==> src/rtl/iob_rd_align.sv <==
// IOB read aligner: issues SRAM reads for address-generator requests and realigns the
// 1-cycle-late read data (pad positions zero-filled) into a FWFT FIFO for the PE array.
// Optional performance counters are enabled with IOB_RD_ALIGN_PERF_CNT_EN.
module iob_rd_align #(
    parameter int DATA_W = 64,
    parameter int DEPTH  = 4
) (
    input  logic              i_clk,
    input  logic              i_rst_n,
    input  logic              i_flush,
    input  logic              i_iob_rd_en,
    input  logic [11:0]       i_iob_raddr,
    input  logic              i_iob_pad_en,
    input  logic              i_group_load_end,
    output logic              o_agu_stall,
    output logic              o_sram_rd,
    output logic [11:0]       o_sram_addr,
    input  logic [DATA_W-1:0] i_sram_rdata,
    output logic [DATA_W-1:0] o_pe_data,
    output logic              o_pe_vld,
    output logic              o_pe_last,
    input  logic              i_pe_rdy,
    output logic              o_ovf_err
`ifdef IOB_RD_ALIGN_PERF_CNT_EN
    ,
    output logic [15:0]       o_pad_cnt,
    output logic [15:0]       o_stall_cnt
`endif
);

    localparam int PTR_W = $clog2(DEPTH);
    localparam int CNT_W = PTR_W + 1;

    logic              pend_vld_reg;
    logic              pend_pad_reg;
    logic              pend_last_reg;
    logic [PTR_W-1:0]  wr_ptr_reg;
    logic [PTR_W-1:0]  rd_ptr_reg;
    logic [CNT_W-1:0]  occ_reg;
    logic              ovf_reg;
    logic [DATA_W:0]   mem_reg [DEPTH];

    logic              accept;
    logic              push;
    logic              pop;
    logic              stall;
    logic [CNT_W-1:0]  fill;
    logic [DATA_W:0]   head;

    // Stall one slot early so the word already in the pending stage always fits.
    assign fill   = occ_reg + CNT_W'(pend_vld_reg);
    assign stall  = (fill >= CNT_W'(DEPTH - 1));
    assign accept = i_iob_rd_en & ~stall & ~i_flush & i_rst_n;
    assign push   = pend_vld_reg & ~i_flush;

    assign o_agu_stall = stall;
    assign o_sram_rd   = accept & ~i_iob_pad_en;
    assign o_sram_addr = o_sram_rd ? i_iob_raddr : 12'h000;

    assign head      = mem_reg[rd_ptr_reg];
    assign o_pe_vld  = (occ_reg != '0);
    assign pop       = o_pe_vld & i_pe_rdy;
    assign o_pe_data = o_pe_vld ? head[DATA_W-1:0] : {DATA_W{1'b0}};
    assign o_pe_last = o_pe_vld & head[DATA_W];
    assign o_ovf_err = ovf_reg;

    always_ff @(posedge i_clk) begin
        if (!i_rst_n || i_flush) begin
            pend_vld_reg  <= 1'b0;
            pend_pad_reg  <= 1'b0;
            pend_last_reg <= 1'b0;
            wr_ptr_reg    <= '0;
            rd_ptr_reg    <= '0;
            occ_reg       <= '0;
        end else begin
            pend_vld_reg  <= accept;
            pend_pad_reg  <= i_iob_pad_en;
            pend_last_reg <= i_group_load_end;
            if (push)
                wr_ptr_reg <= wr_ptr_reg + PTR_W'(1);
            if (pop)
                rd_ptr_reg <= rd_ptr_reg + PTR_W'(1);
            case ({push, pop})
                2'b10:   occ_reg <= occ_reg + CNT_W'(1);
                2'b01:   occ_reg <= occ_reg - CNT_W'(1);
                default: occ_reg <= occ_reg;
            endcase
        end
    end

    // Storage is left unreset; the occupancy gate keeps stale contents off the outputs.
    always_ff @(posedge i_clk) begin
        if (push)
            mem_reg[wr_ptr_reg] <= {pend_last_reg, pend_pad_reg ? {DATA_W{1'b0}} : i_sram_rdata};
    end

    always_ff @(posedge i_clk) begin
        if (!i_rst_n)
            ovf_reg <= 1'b0;
        else if (i_iob_rd_en && stall)
            ovf_reg <= 1'b1;
    end

`ifdef IOB_RD_ALIGN_PERF_CNT_EN
    logic [15:0] pad_cnt_reg;
    logic [15:0] stall_cnt_reg;

    always_ff @(posedge i_clk) begin
        if (!i_rst_n || i_flush) begin
            pad_cnt_reg   <= '0;
            stall_cnt_reg <= '0;
        end else begin
            if (accept && i_iob_pad_en && pad_cnt_reg != 16'hFFFF)
                pad_cnt_reg <= pad_cnt_reg + 16'd1;
            if (stall && stall_cnt_reg != 16'hFFFF)
                stall_cnt_reg <= stall_cnt_reg + 16'd1;
        end
    end

    assign o_pad_cnt   = pad_cnt_reg;
    assign o_stall_cnt = stall_cnt_reg;
`endif

endmodule

==> config.mk <==
export PLATFORM = sky130hd
export DESIGN_NAME = iob_rd_align
export DESIGN_NICKNAME = d
export VERILOG_FILES = /design/src/rtl/iob_rd_align.sv
export SDC_FILE = /design/constraint.sdc
export NUM_CORES = 1
export LEC_CHECK = 0
export BUFFER_PORTS_ARGS = -buffer_cell sky130_fd_sc_hd__buf_2
export CORE_UTILIZATION = 45
export DETAILED_ROUTE_END_ITERATION = 7
export GPL_ROUTABILITY_DRIVEN = 0
export PLACE_DENSITY_LB_ADDON = 0.12
export SYNTH_ARGS = -nofsm -noshare
export SYNTH_HDL_FRONTEND = slang
export SYNTH_SLANG_ARGS = --single-unit
==> constraint.sdc <==
create_clock -name i_clk -period 3.2 [get_ports i_clk]
set_input_delay 0.32 -clock i_clk [delete_from_list [all_inputs] [get_ports i_clk]]
set_output_delay 0.32 -clock i_clk [all_outputs]
set_load 0.05 [all_outputs]
### After elaboration in Yosys (flattened, before gate mapping)

Memory sizes are Yosys's and may differ from the RTL's. A register that Yosys moved wholly into a read port is not among the register bits.
Index checks and enable logic that the tools add are counted.

* memories: 1
* memory bits (writable): 260
* output and inout bits: 81
* logic and storage cells: 39
* register bits: 11

Memories
* mem_reg: words 4, width 65, rd ports 1, clocked after Yosys merged registers in 1, wr ports 1, RTL line 41 `logic [DATA_W:0] mem_reg [DEPTH];`

* bitwise gates (word level): 10
* $add $sub $neg: 5
* reductions and logical operators: 5
* magnitude comparators: 1
* eq/ne operators: 2
* mux-type cells: 8

Operators by type and width (count)
* two-way mux 64 bit: 2
* two-way mux 12 bit: 1
* bitwise AND 1 bit: 7
* one-hot mux 3 bit (2 select lines): 1
* adder 2 x 1 -> 2 bit, second input constant: 2
* two-way mux 2 bit: 2
* adder 3 x 1 -> 3 bit: 1
* adder 3 x 1 -> 3 bit, second input constant: 1
* greater-or-equal comparator 3 x 2 -> 1 bit, second input constant: 1
* inverter 1 bit: 3
* nonzero test 3 bit: 1
* subtractor 3 x 1 -> 3 bit, second input constant: 1
* equality test 2 x 1 -> 1 bit, second input constant: 1
* equality test 2 bit, second input constant: 1
* two-way mux 1 bit: 2
* nonzero test 2 bit: 1
* logical AND 1 bit: 1
* zero test 1 bit: 1
* logical OR 1 bit: 1

### Longest topological paths before layout

* depth after elaboration: 8
* depth in mapped cells: 8
* depth with buffers taken out: 8

### Worst setup path before layout

Ideal clock, no wire load.

* path kind: reg2reg
* start point: register pend_vld_reg
* end point: memory mem_reg[0][0] in the netlist's numbering, enable pin
* path buffers: 0
* required time: 2.770 ns
* arrival: 2.174 ns
* setup slack: 0.596 ns
* stages on the path, launching flop included: 3
* cells stage by stage: dfxtp_1 -> nor2b_1 -> and2_1

* cells in the longest elaborated chain, start to end: 3

RTL lines
* start: declaration: RTL line 34 `logic pend_vld_reg;`
* start signal: assignment: RTL line 76 `pend_vld_reg <= accept;`
* bitwise AND 1 bit: RTL line 54 `assign push = pend_vld_reg & ~i_flush;`
* two-way mux 1 bit: RTL line 93 `if (push)`
* two-way mux 1 bit: RTL line 94 `mem_reg[wr_ptr_reg] <= {pend_last_reg, pend_pad_reg ? {DATA_W{1'b0}} : i_sram_rdata};`
* end: declaration: RTL line 41

No other way between the ends.

### Worst setup path after layout

* start point: register pend_vld_reg
* end point: output port o_sram_addr[9]

* cells in the longest elaborated chain, start to end: 8

RTL lines
* adder 3 x 1 -> 3 bit: RTL line 51 `assign fill = occ_reg + CNT_W'(pend_vld_reg);`
* greater-or-equal comparator 3 x 2 -> 1 bit: RTL line 52 `assign stall = (fill >= CNT_W'(DEPTH - 1));`
* inverter 1 bit: RTL line 53 `assign accept = i_iob_rd_en & ~stall & ~i_flush & i_rst_n;`
* bitwise AND 1 bit (3 in series): RTL line 53
* bitwise AND 1 bit: RTL line 57 `assign o_sram_rd = accept & ~i_iob_pad_en;`
* two-way mux 12 bit: RTL line 58 `assign o_sram_addr = o_sram_rd ? i_iob_raddr : 12'h000;`
* end: declaration: RTL line 17 `output logic [11:0] o_sram_addr,`

No other way between the ends.

==> flow_metrics.py <==
metrics = {
    "detailed_routing": {
        "vias": 5484,
        "drt_first_pass_iters": 4,
        "viasPerCell": 5.11,
        "postRouteAntennaNets": 0,
        "drc": 0,
        "drt_iter0_markers": 233,
        "post_drt_wl_per_cell_um": 19.4,
        "totalWireLength_mm": 20.9,
    },
    "global_route": {
        "grt_pass1_vias": 6035,
        "grt_util_all_layers": 0.174,
        "grt_first_pass_wirelength_mm": 32.3,
        "grt_overflow_total": 0,
        "grt_start_max_net_pins": 67,
        "antenna_found_initial": 1,
    },
    "setup_path": {
        "cp-end-kind": "output port",
        "crit_end": "o_sram_addr[9]",
        "cp_max_fo": 13,
        "rr_startpoint": "pend_vld_reg$_SDFF_PP0_",
        "crit_required_ps": 2880,
        "criticalPathCategory": "reg2out",
        "start_kind": "flop",
        "crit_path_start": "pend_vld_reg$_SDFF_PP0_",
        "r2r_setup_slack_ps": 1170,
        "reg2reg_to": "occ_reg[2]$_SDFFE_PP0P_",
        "rr_worst_depth": 8,
        "cp.arrival_ps": 2580,
    },
    "clock_tree": {
        "cts_max_path_buffers": 3,
        "h-tree-depth": 1,
        "hold_buffers": 1,
        "ctsResizeCount": 0,
        "clock-sinks": 273,
        "clkLatencyLatePin_ps": 520,
        "cts_buffers": 27,
        "cts_tree": "done",
        "clock-root-buffer": "clkbuf_16",
        "post-cts-setup-buffers": 0,
        "cts.clk_slew.worst_paths_ps": 60,
    },
    "timing": {
        "fin_crit_sh": 0.906,
        "fmax_mhz": 345,
        "fin_crit_ps": 2900,
        "rsz0062_at_grt": "no",
        "worstMarginPinSlew_ps": 1230,
        "slew_violations": 0,
        "setup_viol": 0,
        "worst_slew_margin_rel": 0.180,
        "finalHoldViolations": 0,
        "fin_setup_tns_ps": 0,
        "fin_skew_ps": 9.77,
    },
    "power": {
        "power_density_nw_per_um2": 543,
        "irDropWorstVdd_mv": 0.247,
        "p_leak_nw": 4.60,
    },
    "floorplan": {
        "core-area_um2": 23700,
        "rows": 56,
        "ioPinCount": 164,
        "start_util": 0.463,
        "die_h_um": 158,
        "die_width_um": 158,
        "die_area_um2": 25000,
    },
    "layout": {
        "nets": 825,
        "largest_register_ffs": 260,
        "area_growth_syn_to_layout_pct": 18.7,
        "final_cells": 1074,
        "drive_above_1_share": 0.381,
    },
    "hold_path": {
        "hp-class": "in2reg",
    },
    "synth": {
        "yosys.area.top_type": "edfxtp_1",
        "syn_area_um2": 11000,
        "synth_top_area_share": 0.712,
        "ys_types": 26,
        "syn_avg_cell_area_um2": 19.5,
        "synth_fp_nets": 654,
        "yosysSeqAreaShare": 0.735,
        "netlist_instances": 563,
        "synth_area_leaders": "edfxtp_1, mux4_2, and2_1",
        "ys_ff_latch": 273,
        "ys_warn_count": 0,
    },
    "placed_design": {
        "place_hpwl_mm": 12.2,
        "placedCellCount": 1023,
        "port_buffers": 163,
    },
    "run_status": {
        "status": "complete, no violations",
    },
    "flow_run": {
        "drv_cap": 0,
    },
}
## critical path: stages (launching register included)
cell and delay, ps:
dfxtp_1 360, ha_1 230, ha_1 190, xor2_1 190
a2111oi_4 620, and2_1 210, buf_2 270
## how the worst min path moves through the flow
stage	from	endpoint	slack, ps	cells past startpoint
floorplan	i_rst_n	o_ovf_err$_SDFFE_PN0P_	430	2
global placement	o_ovf_err$_SDFFE_PN0P_	o_ovf_err$_SDFFE_PN0P_	440	2
detailed placement	pend_last_reg$_SDFF_PP0_	mem_reg[2][64]$_DFFE_PP_	480	0
CTS	i_iob_pad_en	pend_pad_reg$_SDFF_PP0_	40	2
global route	i_iob_pad_en	pend_pad_reg$_SDFF_PP0_	50	2
finish	i_iob_pad_en	pend_pad_reg$_SDFF_PP0_	60	2
## power by group
| part | switching, mW | internal (mW) |
|---|---|---|
| Combinational | 0.152 | 0.0990 |
| Sequential | 0.0117 | 3.94 |
| Clock | 1.25 | 1.61 |
| Total | 1.42 | 5.65 |
## placed cells by master (no fill, tap or decap), types with 2 or more instances in the layout
| cell | instances |
|---|---|
| dfxtp_1 | 10 |
| clkbuf_1 | 2 |
| buf_2 | 163 |
| and2_4 | 4 |
| clkbuf_8 | 3 |
| xor2_1 | 5 |
| o21ai_0 | 2 |
| mux4_2 | 65 |
| edfxtp_1 | 260 |
| nor2b_1 | 66 |
| inv_1 | 8 |
| nor2_1 | 8 |
| ha_1 | 7 |
| clkinvlp_4 | 2 |
| clkbuf_16 | 27 |
| buf_12 | 8 |
| nand2_1 | 2 |
| a21oi_1 | 3 |
| and2_1 | 79 |
| clkinv_2 | 9 |
| dfxtp_4 | 2 |
| clkinv_1 | 5 |
## layout make-up
cell class                 count  area, um2
multi-input combinational    252       2720
clock buffer                  32        724
fill                        1907      10700
tap                          319        399
antenna                        1       2.50
inverter                       8       30.0
timing repair buffer         172        986
clock inverter                17       87.6
sequential                   273       8080
## cells by family (layout without fill, tap and decap cells)
| logic type | after synthesis | in the layout | share of synthesized area |
|---|---|---|---|
| AND/OR/NAND/NOR | 164 | 164 | 0.0913 |
| AO/OA/AOI/OAI | 8 | 8 | 0.00627 |
| XOR/XNOR | 6 | 6 | 0.00479 |
| multiplexers | 66 | 66 | 0.134 |
| buffers and inverters | 38 | 229 | 0.0182 |
| flip-flops | 273 | 273 | 0.735 |
| adder cells (fa/ha/maj) | 8 | 8 | 0.00981 |
| other | 0 | 1 | 0 |
## synthesized netlist by cell type
library cell and count:
nor2b_1 66, a21oi_1 3, buf_2 7, xor2_1 5
nand2b_1 1, dfxtp_1 13, nor2_1 8, xnor2_1 1
inv_1 8, or3_1 2, and2_1 83, nand2_1 2
clkbuf_1 16, mux4_2 65, nand3b_1 1, ha_1 7
buf_4 1, buf_6 6, and3_1 1, edfxtp_1 260
a2111oi_4 1, mux2i_1 1, o311ai_0 1, o31ai_1 1
o21ai_0 2, fa_1 1
## per-stage QoR
step / worst slack, ps / power, mW / hold slack (ps) / instance area, um2 / util
floorplan: 596 / 4.18 / 429 / 11000 / -
global placement: 803 / 4.27 / 444 / 12200 / 0.515
detailed placement: 814 / 4.28 / 475 / 12200 / 0.515
CTS: 254 / 7.14 / 43.4 / 13000 / 0.550
global route: 135 / 7.27 / 52.0 / 13000 / 0.550
finish: 301 / 7.07 / 63.2 / 13000 / 0.550
## per-layer routing
| metal | share of wire | wire (um) | global-route usage | vias up |
|---|---|---|---|---|
| met2 | 0.51 | 10500 | 0.307 | 172 |
| met4 | 0.016 | 331 | 0.0476 | 0 |
| li1 | - | - | - | 2505 |
| met3 | 0.052 | 1090 | 0.0298 | 27 |
| met1 | 0.43 | 8880 | 0.221 | 2780 |
| met5 | 0 | 0 | 0 | - |
Note: power is estimated with default switching activity, not from simulation.
